--- config.mk ---
export PLATFORM = sky130hd
export DESIGN_NAME = mc_ctrl
export DESIGN_NICKNAME = d
export VERILOG_FILES = /design/src/rtl/mips_defs.sv /design/src/rtl/mc_ctrl_decode.sv /design/src/rtl/mc_ctrl.sv
export SDC_FILE = /design/constraint.sdc
export NUM_CORES = 1
export LEC_CHECK = 0
export CORE_UTILIZATION = 41
export DETAILED_ROUTE_END_ITERATION = 12
export GPL_ROUTABILITY_DRIVEN = 0
export PLACE_DENSITY = 0.79
export SYNTH_ARGS = -nofsm -noshare
export SYNTH_HDL_FRONTEND = slang
export SYNTH_SLANG_ARGS = --single-unit
--- constraint.sdc ---
create_clock -name clk -period 1.8 [get_ports clk]
set_input_delay 0.45 -clock clk [delete_from_list [all_inputs] [get_ports clk]]
set_output_delay 0.45 -clock clk [all_outputs]
set_load 0.1 [all_outputs]
--- src/rtl/mips_defs.sv ---
// rtl/mips_defs.sv - shared opcode, ALUOp, select and state encodings for the multi-cycle MIPS core
package mips_defs;

   localparam int OPC_WIDTH   = 6;
   localparam int ALUOP_WIDTH = 3;

   localparam logic [5:0] OP_RTYPE = 6'b000000;
   localparam logic [5:0] OP_J     = 6'b000010;
   localparam logic [5:0] OP_JAL   = 6'b000011;
   localparam logic [5:0] OP_BEQ   = 6'b000100;
   localparam logic [5:0] OP_ORI   = 6'b001101;
   localparam logic [5:0] OP_LUI   = 6'b001111;
   localparam logic [5:0] OP_LW    = 6'b100011;
   localparam logic [5:0] OP_SW    = 6'b101011;

   localparam logic [5:0] FN_JR    = 6'b001000;
   localparam logic [5:0] FN_ADDU  = 6'b100001;
   localparam logic [5:0] FN_SUBU  = 6'b100011;

   localparam logic [2:0] ALU_ADDU = 3'b000;
   localparam logic [2:0] ALU_SUBU = 3'b001;
   localparam logic [2:0] ALU_OR   = 3'b010;
   localparam logic [2:0] ALU_AND  = 3'b011;
   localparam logic [2:0] ALU_LUI  = 3'b100;

   localparam logic [1:0] PC_SRC_ALU    = 2'b00;
   localparam logic [1:0] PC_SRC_ALUOUT = 2'b01;
   localparam logic [1:0] PC_SRC_JUMP   = 2'b10;
   localparam logic [1:0] PC_SRC_RS     = 2'b11;

   localparam logic [1:0] ALUB_RT   = 2'b00;
   localparam logic [1:0] ALUB_FOUR = 2'b01;
   localparam logic [1:0] ALUB_ZEXT = 2'b10;
   localparam logic [1:0] ALUB_SEXT = 2'b11;

   localparam logic [1:0] REG_DST_RT = 2'b00;
   localparam logic [1:0] REG_DST_RD = 2'b01;
   localparam logic [1:0] REG_DST_RA = 2'b10;

   localparam logic [1:0] M2R_ALUOUT = 2'b00;
   localparam logic [1:0] M2R_MDR    = 2'b01;
   localparam logic [1:0] M2R_PC     = 2'b10;

   typedef enum logic [3:0] {
      ST_IDLE     = 4'd0,
      ST_FETCH    = 4'd1,
      ST_DECODE   = 4'd2,
      ST_EXEC_R   = 4'd3,
      ST_WB_R     = 4'd4,
      ST_EXEC_I   = 4'd5,
      ST_WB_I     = 4'd6,
      ST_MEM_ADDR = 4'd7,
      ST_MEM_RD   = 4'd8,
      ST_MEM_WB   = 4'd9,
      ST_MEM_WR   = 4'd10,
      ST_BRANCH   = 4'd11,
      ST_JUMP     = 4'd12,
      ST_JAL      = 4'd13,
      ST_JR       = 4'd14
   } state_e;

   typedef enum logic [3:0] {
      CLS_ILL = 4'd0,
      CLS_R   = 4'd1,
      CLS_JR  = 4'd2,
      CLS_I   = 4'd3,
      CLS_LW  = 4'd4,
      CLS_SW  = 4'd5,
      CLS_BEQ = 4'd6,
      CLS_J   = 4'd7,
      CLS_JAL = 4'd8
   } instr_cls_e;

endpackage

--- src/rtl/mc_ctrl_decode.sv ---
// rtl/mc_ctrl_decode.sv - opcode/funct to instruction class and execute-step ALUOp
module mc_ctrl_decode
   import mips_defs::*;
(
   input  logic [OPC_WIDTH-1:0]   opcode,
   input  logic [OPC_WIDTH-1:0]   funct,
   output instr_cls_e             cls,
   output logic [ALUOP_WIDTH-1:0] exec_alu_op
);

   always_comb begin
      cls         = CLS_ILL;
      exec_alu_op = ALU_ADDU;
      case (opcode)
         OP_RTYPE: begin
            case (funct)
               FN_ADDU: cls = CLS_R;
               FN_SUBU: begin
                  cls         = CLS_R;
                  exec_alu_op = ALU_SUBU;
               end
               FN_JR:   cls = CLS_JR;
               default: cls = CLS_ILL;
            endcase
         end
         OP_ORI: begin
            cls         = CLS_I;
            exec_alu_op = ALU_OR;
         end
         OP_LUI: begin
            cls         = CLS_I;
            exec_alu_op = ALU_LUI;
         end
         OP_LW:   cls = CLS_LW;
         OP_SW:   cls = CLS_SW;
         OP_BEQ:  cls = CLS_BEQ;
         OP_J:    cls = CLS_J;
         OP_JAL:  cls = CLS_JAL;
         default: cls = CLS_ILL;
      endcase
   end

endmodule

--- src/rtl/mc_ctrl.sv ---
// rtl/mc_ctrl.sv - multi-cycle control FSM sequencing the shared ALU, memory handshake and datapath selects
module mc_ctrl
   import mips_defs::*;
#(
   parameter int ALUOP_W = ALUOP_WIDTH,
   parameter int OPC_W   = OPC_WIDTH
) (
   input  logic               clk,
   input  logic               reset_n,
   input  logic [OPC_W-1:0]   opcode,
   input  logic [OPC_W-1:0]   funct,
   input  logic               zero,
   input  logic               mem_ack,
   output logic               mem_req,
   output logic               mem_we,
   output logic               i_or_d,
   output logic               ir_write,
   output logic               pc_write,
   output logic [1:0]         pc_src,
   output logic               alu_src_a,
   output logic [1:0]         alu_src_b,
   output logic               ext_shift,
   output logic [ALUOP_W-1:0] alu_op,
   output logic               reg_write,
   output logic [1:0]         reg_dst,
   output logic [1:0]         mem_to_reg,
   output logic               instr_done,
   output logic               illegal
);

   state_e                 state_q, state_d;
   logic                   illegal_q, illegal_d;
   instr_cls_e             cls;
   logic [ALUOP_WIDTH-1:0] exec_alu_op;
   logic [ALUOP_WIDTH-1:0] alu_op_c;

   mc_ctrl_decode u_decode (
      .opcode      (opcode),
      .funct       (funct),
      .cls         (cls),
      .exec_alu_op (exec_alu_op)
   );

   always_ff @(posedge clk or negedge reset_n) begin
      if (!reset_n) begin
         state_q   <= ST_IDLE;
         illegal_q <= 1'b0;
      end else begin
         state_q   <= state_d;
         illegal_q <= illegal_d;
      end
   end

   assign alu_op = alu_op_c;

   always_comb begin
      state_d    = state_q;
      illegal_d  = 1'b0;
      mem_req    = 1'b0;
      mem_we     = 1'b0;
      i_or_d     = 1'b0;
      ir_write   = 1'b0;
      pc_write   = 1'b0;
      pc_src     = PC_SRC_ALU;
      alu_src_a  = 1'b0;
      alu_src_b  = ALUB_RT;
      ext_shift  = 1'b0;
      alu_op_c   = ALU_ADDU;
      reg_write  = 1'b0;
      reg_dst    = REG_DST_RT;
      mem_to_reg = M2R_ALUOUT;
      // An illegal instruction retires in the cycle after DECODE, overlapping the next FETCH.
      instr_done = illegal_q;
      illegal    = illegal_q;

      case (state_q)
         ST_IDLE: state_d = ST_FETCH;

         ST_FETCH: begin
            mem_req   = 1'b1;
            alu_src_b = ALUB_FOUR;
            if (mem_ack) begin
               ir_write = 1'b1;
               pc_write = 1'b1;
               state_d  = ST_DECODE;
            end
         end

         ST_DECODE: begin
            alu_src_b = ALUB_SEXT;
            ext_shift = 1'b1;
            case (cls)
               CLS_R:   state_d = ST_EXEC_R;
               CLS_JR:  state_d = ST_JR;
               CLS_I:   state_d = ST_EXEC_I;
               CLS_LW,
               CLS_SW:  state_d = ST_MEM_ADDR;
               CLS_BEQ: state_d = ST_BRANCH;
               CLS_J:   state_d = ST_JUMP;
               CLS_JAL: state_d = ST_JAL;
               default: begin
                  state_d   = ST_FETCH;
                  illegal_d = 1'b1;
               end
            endcase
         end

         ST_EXEC_R: begin
            alu_src_a = 1'b1;
            alu_src_b = ALUB_RT;
            alu_op_c  = exec_alu_op;
            state_d   = ST_WB_R;
         end

         ST_WB_R: begin
            reg_write  = 1'b1;
            reg_dst    = REG_DST_RD;
            instr_done = 1'b1;
            state_d    = ST_FETCH;
         end

         ST_EXEC_I: begin
            alu_src_a = 1'b1;
            alu_src_b = ALUB_ZEXT;
            alu_op_c  = exec_alu_op;
            state_d   = ST_WB_I;
         end

         ST_WB_I: begin
            reg_write  = 1'b1;
            instr_done = 1'b1;
            state_d    = ST_FETCH;
         end

         ST_MEM_ADDR: begin
            alu_src_a = 1'b1;
            alu_src_b = ALUB_SEXT;
            state_d   = (cls == CLS_SW) ? ST_MEM_WR : ST_MEM_RD;
         end

         ST_MEM_RD: begin
            mem_req = 1'b1;
            i_or_d  = 1'b1;
            if (mem_ack) state_d = ST_MEM_WB;
         end

         ST_MEM_WB: begin
            reg_write  = 1'b1;
            mem_to_reg = M2R_MDR;
            instr_done = 1'b1;
            state_d    = ST_FETCH;
         end

         ST_MEM_WR: begin
            mem_req = 1'b1;
            mem_we  = 1'b1;
            i_or_d  = 1'b1;
            if (mem_ack) begin
               instr_done = 1'b1;
               state_d    = ST_FETCH;
            end
         end

         ST_BRANCH: begin
            alu_src_a  = 1'b1;
            alu_src_b  = ALUB_RT;
            alu_op_c   = ALU_SUBU;
            pc_src     = PC_SRC_ALUOUT;
            pc_write   = zero;
            instr_done = 1'b1;
            state_d    = ST_FETCH;
         end

         ST_JUMP: begin
            pc_write   = 1'b1;
            pc_src     = PC_SRC_JUMP;
            instr_done = 1'b1;
            state_d    = ST_FETCH;
         end

         // PC already holds PC+4 here, so the link value is taken straight from PC.
         ST_JAL: begin
            pc_write   = 1'b1;
            pc_src     = PC_SRC_JUMP;
            reg_write  = 1'b1;
            reg_dst    = REG_DST_RA;
            mem_to_reg = M2R_PC;
            instr_done = 1'b1;
            state_d    = ST_FETCH;
         end

         ST_JR: begin
            pc_write   = 1'b1;
            pc_src     = PC_SRC_RS;
            instr_done = 1'b1;
            state_d    = ST_FETCH;
         end

         default: state_d = ST_IDLE;
      endcase
   end

endmodule

==> metrics.md, run 1 <==
| Metric | Value |
|---|---|
| Die Y | `46.71 µm` |
| Stop err | `[ERROR DPL-0038] Utilization greater than 100%, impossible to legalize` |
| Starting Density | `0.4549` |
| Sequential element share of the synthesized area | `0.1527` |
| Yosys reg bits | `5` |
| Synth Instances | `119` |
| Post-Syn Area | `819.5 µm²` |
| Synth top area cells | `dfrtp_1 (15%), nor2_1 (7.3%), nand2_1 (6.0%)` |
| Die width | `46.71 µm` |
| Prevailing post-synth register cell | `dfrtp_1` |
| PortBufs | `36` |
| Mapped Nets | `135` |
| Number of flops mapped to enable cells by yosys | `0` |
| Top cells by count, synth | `nor2_1 (16), nand2_1 (13), a21oi_1 (9)` |
| Row count | `15` |
| Top cell type by total area after synthesis | `dfrtp_1` |
| Status | `stopped before the end` |
| Synth async-reset ratio | `1.000` |
| Yosys warns | `0` |
| Last step reached | `detailed placement` |
| Cell with the most instances after synthesis | `nor2_1` |
| Avg Inst Size Synth | `6.887 µm²` |
| Ports | `37` |
| Top cell type's share of synthesized area | `0.1527` |
| Synth unique cells | `49` |
-- cell families after synthesis --
kind of cell | Yosys count | share of synthesized area
flip-flops | 5 | 0.1527
AO/OA/AOI/OAI | 33 | 0.2779
AND/OR/NAND/NOR | 64 | 0.4550
XOR/XNOR | 3 | 0.03207
buffers and inverters | 14 | 0.08245
-- metrics by stage --
stage	area (µm²)	hold slack [ns]	worst slack, ns
floorplan	1110	0.1544	-0.4040
global placement	1853	0.6718	-0.5056
==> inputs of run 2 (changes only) <==
- CORE_AREA: default -> 2 2 63 65
- CORE_UTILIZATION: 41 -> default
- DIE_AREA: default -> 0 0 65 67
- PLACE_DENSITY: 0.79 -> default
- PLACE_DENSITY_LB_ADDON: default -> 0.15
==> metrics.md, run 2 <==
| Metric | Value |
|---|---|
| Status | `finished with violations` |
| Failing checks | `negative setup slack` |
| Final worst-path cycle share | `1.092` |
| Synth unique cells | `49` |
| Overflow after GRT | `0` |
| Max cap viols | `0` |
| Main combinational cell family by area after synthesis | `simple AND/OR/NAND/NOR gates` |
| Critical Path Source | `opcode[3]` |
| Final Max Tran Viols | `0` |
| Critical path arrival | `1.51 ns` |
| Fin worst setup slack | `-0.1649 ns` |
| Top cell type by total area after synthesis | `dfrtp_1` |
| Mapped Nets | `135` |
| Synth top area cells | `dfrtp_1 (15%), nor2_1 (7.3%), nand2_1 (6.0%)` |
| Post-layout nets | `229` |
| P&R area growth vs syn | `187.2%` |
| Worst-path maximum fanout | `2` |
| Top reg by flops | `state_q` |
| Critical R2R Launch | `state_q[1]` |
| Cell with the most instances after synthesis | `nor2_1` |
| RSZ-0062 raised after global routing | `yes` |
| Filler cell count | `292` |
| Post-Synth XOR/XNOR Area | `0.03206` |
| Post-synthesis compound-gate area fraction | `0.2779` |
| Power Density | `1666 mW/mm²` |
| Worst path max stage delay | `0.29 ns` |
| Worst-case clock buffer depth | `2` |
| Max FFs per register | `4` |
| CTS Hold Bufs | `0` |
| Number of vias per cell | `4.892` |
| Initial antenna violation count | `0` |
| CTS Buf Count | `3` |
| Crit. End Element | `output pin` |
| Slew headroom | `0.7761` |
| Multi-input gate area | `980.9 µm²` |
| Row count | `22` |
| Worst skew pair latency | `0.22 ns` |
| CP cell instances | `buf_8, nor4_4, and3_4, nand3_4, a21oi_4, buf_12` |
| Final Setup Violations | `16` |
| VDD IR-drop max | `0.5853 mV` |
| Final min period | `1.965 ns` |
| Post-route ant nets | `0` |
| Ports | `37` |
| Number of flops mapped to enable cells by yosys | `0` |
| Top cells by count, synth | `nor2_1 (16), nand2_1 (13), a21oi_1 (9)` |
| Initial drt markers | `38` |
| Detail Placement HPWL | `2650 µm` |
| Core Box Area | `0.003606 mm²` |
| Worst Max-Slew Pin Slew | `0.3329 ns` |
| Starting Density | `0.2273` |
| Post-synthesis simple-gate area fraction | `0.4550` |
| Multiplexer area fraction after synthesis | `0` |
| Post-Syn Area | `819.5 µm²` |
| PortBufs | `36` |
| Storage cell area | `130.1 µm²` |
| Htree depth | `1` |
| Routed WL | `3853 µm` |
| Worst Hold Class | `input port to asynchronous set/reset pin` |
| Prevailing post-synth register cell | `dfrtp_1` |
| Post-layout util | `0.6527` |
| Commonest non-fill, non-tap cell in the layout | `buf_4` |
| DP Worst Slack | `-0.6044 ns` |
| Adder-cell area share of the yosys netlist | `0` |
| Synth Instances | `119` |
| Fmax | `0.5089 GHz` |
| CP delay by family, top | `simple AND/OR/NAND/NOR gates` |
| Post-route DRC | `0` |
| WP buf/inv | `2` |
| R2R Path End | `state_q[1]` |
| TritonRoute pass-1 iters | `4` |
| Final hold viol count | `0` |
| Type of origin of the critical path | `input port` |
| Yosys reg bits | `5` |
| Sequential element share of the synthesized area | `0.1527` |
| Overall routing resource usage | `0.1721` |
| Number of global-route vias before repair | `1,356` |
| Yosys warns | `0` |
| Worst Path Class, Setup | `input port to output pin` |
| Layout Skew | `0.0006619 ns` |
| Leak | `0.0009844 µW` |
| DR vias | `1,272` |
| Die Y | `67 µm` |
| Worst R2R Path Depth | `8` |
| Routed len/inst | `14.82 µm` |
| Dpl cells | `230` |
| Die width | `65 µm` |
| CTS root buf | `clkbuf_8` |
| Synth async-reset ratio | `1.000` |
| Clock Sinks | `5` |
| Avg Inst Size Synth | `6.887 µm²` |
| Final std cells w/o fill | `260` |
| Die area | `0.004355 mm²` |
| CTS tree | `yes` |
| Top cell type's share of synthesized area | `0.1527` |
| Most frequent cells in the layout | `buf_4 (46), buf_12 (21), buf_6 (20)` |
| WP data required | `1.35 ns` |
| Layout cells sized above 1 | `0.7170` |
| Flop2flop setup slack | `0.19 ns` |
| # diodes | `0` |
| Slowest library cell on the worst path | `nor4_4` |
| Maximum number of pins on one net before global-route repair | `10` |
| Clock-pin slew on the worst setup and hold paths | `0.04 ns` |
| First-pass GRT wire length | `5906 µm` |
==> run 2: cell counts after synthesis <==
Identical to the previous run, type by type.
==> run 2: kinds of logic after synthesis <==
kind of cell           count (synthesis)
flip-flops                             5
AO/OA/AOI/OAI                         33
AND/OR/NAND/NOR                       64
XOR/XNOR                               3
buffers and inverters                 14
==> run 2: how the worst max path moves through the flow <==
stage	endpoint	slack [ns]	depth (start not counted)
2_1_floorplan	pc_write	-0.40	5
4_1_cts	alu_op[0]	-0.17	6
5_1_grt	alu_op[0]	-0.21	6
6_report	alu_op[0]	-0.16	6
3_3_place_gp	alu_op[0]	-0.57	6
3_5_place_dp	alu_op[0]	-0.60	6
==> run 2: area by class of cell <==
cell class,instances,share of cell area
clock buffer,4,0.01914
inverter,4,0.01276
multi-input combinational,100,0.4168
sequential,5,0.05529
tap,48,0.02552
timing repair buffer,99,0.4705
==> run 2: per-layer routing <==
| layer | vias to the layer above | global-route usage | wire [µm] |
|---|---|---|---|
| met2 | 30 | 0.3531 | 2252 |
| met3 | 10 | 0.008446 | 91 |
| met1 | 613 | 0.1817 | 1406 |
| li1 | 619 | - | - |
| met4 | 0 | 0.06383 | 102 |
| met5 | - | 0 | 0 |
==> run 2: worst register-to-register path, delay by kind of cell (launching register included) <==
family	cells	cell delay (ns)
buffers and inverters	4	0.52
AO/OA/AOI/OAI	1	0.25
flip-flops	1	0.40
AND/OR/NAND/NOR	3	0.32
==> run 2: repair_timing <==
| action | CTS | global route |
|---|---|---|
| resized for setup | 79 | 29 |
| setup buffers | 18 | 9 |
| pin swaps | 17 | 22 |
| setup endpoints to repair | 25 | 18 |
==> run 2: report_power, final <==
part | internal [µW] | total [µW] | switching (µW) | leakage, µW
clock | 152 | 208 | 56.0 | 0.0000228
combinational | 1500 | 3470 | 1980 | 0.000902
sequential | 160 | 240 | 80.3 | 0.0000601
total | 1810 | 3920 | 2110 | 0.000984
==> run 2: through the flow <==
step	hold WS [ns]	setup TNS (ns)	total power [µW]	instance area (µm²)
4_1_cts	0.4536	-1.210	3588	2173
3_5_place_dp	0.6859	-4.691	2974	1869
5_1_grt	0.4648	-1.985	4085	2354
3_3_place_gp	0.6746	-4.579	2960	1869
2_1_floorplan	0.1544	-1.941	2061	1110
6_report	0.4503	-1.363	3922	2354
No activity file was read; power rests on OpenSTA's default activity.
==> inputs of run 3 (changes only) <==
- GPL_TIMING_DRIVEN: default -> 0
- SETUP_SLACK_MARGIN: default -> 0.5
==> metrics.md, run 3 (synthesized netlist as in run 2, its figures left out) <==
| Metric | Value |
|---|---|
| Top reg by flops | `state_q` |
| Post-layout nets | `212` |
| Critical path arrival | `1.56 ns` |
| Flop2flop setup slack | `0.21 ns` |
| Detail Placement HPWL | `2267 µm` |
| Final Max Tran Viols | `0` |
| Die area | `0.004355 mm²` |
| Die width | `65 µm` |
| Final hold viol count | `0` |
| Layout cells sized above 1 | `0.7436` |
| P&R area growth vs syn | `187.6%` |
| DP Area | `0.001535 mm²` |
| Grt met3 use | `0.01520` |
| Post-layout util | `0.6537` |
| Failing checks | `negative setup slack` |
| Status | `finished with violations` |
| Leak | `0.0009214 µW` |
| Final instance area | `0.002357 mm²` |
| PortBufs | `34` |
| Final worst-path cycle share | `1.114` |
| Power Density | `1651 mW/mm²` |
| Initial antenna violation count | `0` |
| CTS Buf Count | `3` |
| DR vias | `1,214` |
| Core Box Area | `0.003606 mm²` |
| Worst-case clock buffer depth | `2` |
| Max cap viols | `0` |
| Post-route DRC | `0` |
| CTS tree | `yes` |
| Die Y | `67 µm` |
| Final min period | `2.006 ns` |
| WP data required | `1.35 ns` |
| Slew headroom | `0.7644` |
| Layout Skew | `0.003639 ns` |
| Worst Hold Class | `input port to asynchronous set/reset pin` |
| Commonest non-fill, non-tap cell in the layout | `buf_4` |
| Number of vias per cell | `4.996` |
| Worst R2R Path Depth | `8` |
| Final Setup Violations | `16` |
| Starting Density | `0.2273` |
| Fin worst setup slack | `-0.2056 ns` |
| Most frequent cells in the layout | `buf_4 (26), buf_12 (22), buf_6 (17)` |
| Clock-pin slew on the worst setup and hold paths | `0.04 ns` |
| Worst skew pair latency | `0.22 ns` |
| # diodes | `0` |
| Overflow after GRT | `0` |
| R2R Path End | `state_q[1]` |
| CTS root buf | `clkbuf_8` |
| Htree depth | `1` |
| Maximum number of pins on one net before global-route repair | `11` |
| Worst-path maximum fanout | `7` |
| Max FFs per register | `4` |
| Worst Max-Slew Pin Slew | `0.3519 ns` |
| Fmax | `0.4986 GHz` |
| Number of global-route vias before repair | `1,303` |
| Ports | `37` |
| Global Route met2 Usage | `0.3698` |
| Critical R2R Launch | `state_q[1]` |
| Initial drt markers | `42` |
| RSZ-0062 raised after global routing | `yes` |
| Post-route ant nets | `0` |
| Clock Sinks | `5` |
| Routed len/inst | `15.40 µm` |
| Row count | `22` |
| Routed WL | `3742 µm` |
| TritonRoute pass-1 iters | `4` |
| Type of origin of the critical path | `flip-flop` |
| VDD IR-drop max | `0.7501 mV` |
| Met1 usage | `0.1874` |
| Overall routing resource usage | `0.1784` |
| Grt peak-use layer | `met2` |
| Crit. End Element | `output pin` |
| First-pass GRT wire length | `5975 µm` |
| Worst Path Class, Setup | `flip-flop to output pin` |
[run 3: cell types whose count changed in the layout (fill, tap and decap cells not counted), moves of 2 or more]
cell / before / now
buf_4: 46 / 26
nor2_2: 1 / 3
clkdlybuf4s15_1: 3 / 1
dlygate4sd2_1: 3 / 0
clkbuf_16: 0 / 5
buf_8: 2 / 5
nor2_4: 8 / 6
o21ai_1: 3 / 0
nand2_4: 6 / 3
buf_6: 20 / 17
a21oi_4: 4 / 2
[run 3: repair_timing]
| item | 4_1_cts | 5_1_grt |
|---|---|---|
| setup endpoints to repair | 26 | 25 |
| setup buffers | 28 | 7 |
| hold buffers | 0 | 0 |
| gates cloned | 3 | 0 |
| resized for setup | 273 | 25 |
| pin swaps | 23 | 15 |
[run 3: worst max-delay path by stage]
stage,from,to,slack (ns)
after global placement,opcode[3],alu_op[0],-1.66
final,state_q[1],pc_write,-0.21
after floorplan,state_q[1],pc_write,-0.40
after global routing,state_q[1],pc_write,-0.25
after detailed placement,opcode[2],alu_op[0],-1.65
after CTS,state_q[1],pc_write,-0.21
[run 3: stage by stage]
stage               setup TNS (ns)  cells  power, µW  setup slack, ns  hold WS [ns]
finish                      -1.703    243       3892          -0.2056        0.4463
CTS                         -1.716    236       3627          -0.2111        0.4531
detailed placement          -20.96    201       2540           -1.651        0.6525
global route                -2.451    243       4049          -0.2521        0.4557
floorplan                   -1.995    119       2100          -0.4040        0.1544
global placement            -20.76    201       2524           -1.655        0.6495
[run 3: area by class of cell]
type / count / area [µm²]
Buffer: 10 / 197.7
Clock buffer: 4 / 45.04
Fill cell: 289 / 1249
Inverter: 4 / 35.03
Multi-Input combinational cell: 100 / 1002
Sequential cell: 5 / 128.9
Tap cell: 48 / 60.06
Timing Repair Buffer: 72 / 888.4
[run 3: worst max-delay path, cell delays in order (launching register included)]
cell and delay (ns):
dfrtp_1 0.36, buf_6 0.14, clkbuf_16 0.16, nor3b_4 0.17, a31oi_2 0.07, o31ai_4 0.22
buf_12 0.21
[run 3: layer usage]
layer  up-vias  routed length (µm)
li1        583                   -
met1       592                1422
met2        39                2167
met3         0                 152
met4         0                   0
met5         -                   0
[run 3: power breakdown]
group          total (µW)  switching (µW)  internal, µW
clock                 204            51.9           152
sequential            215            55.4           159
combinational        3470            1990          1490
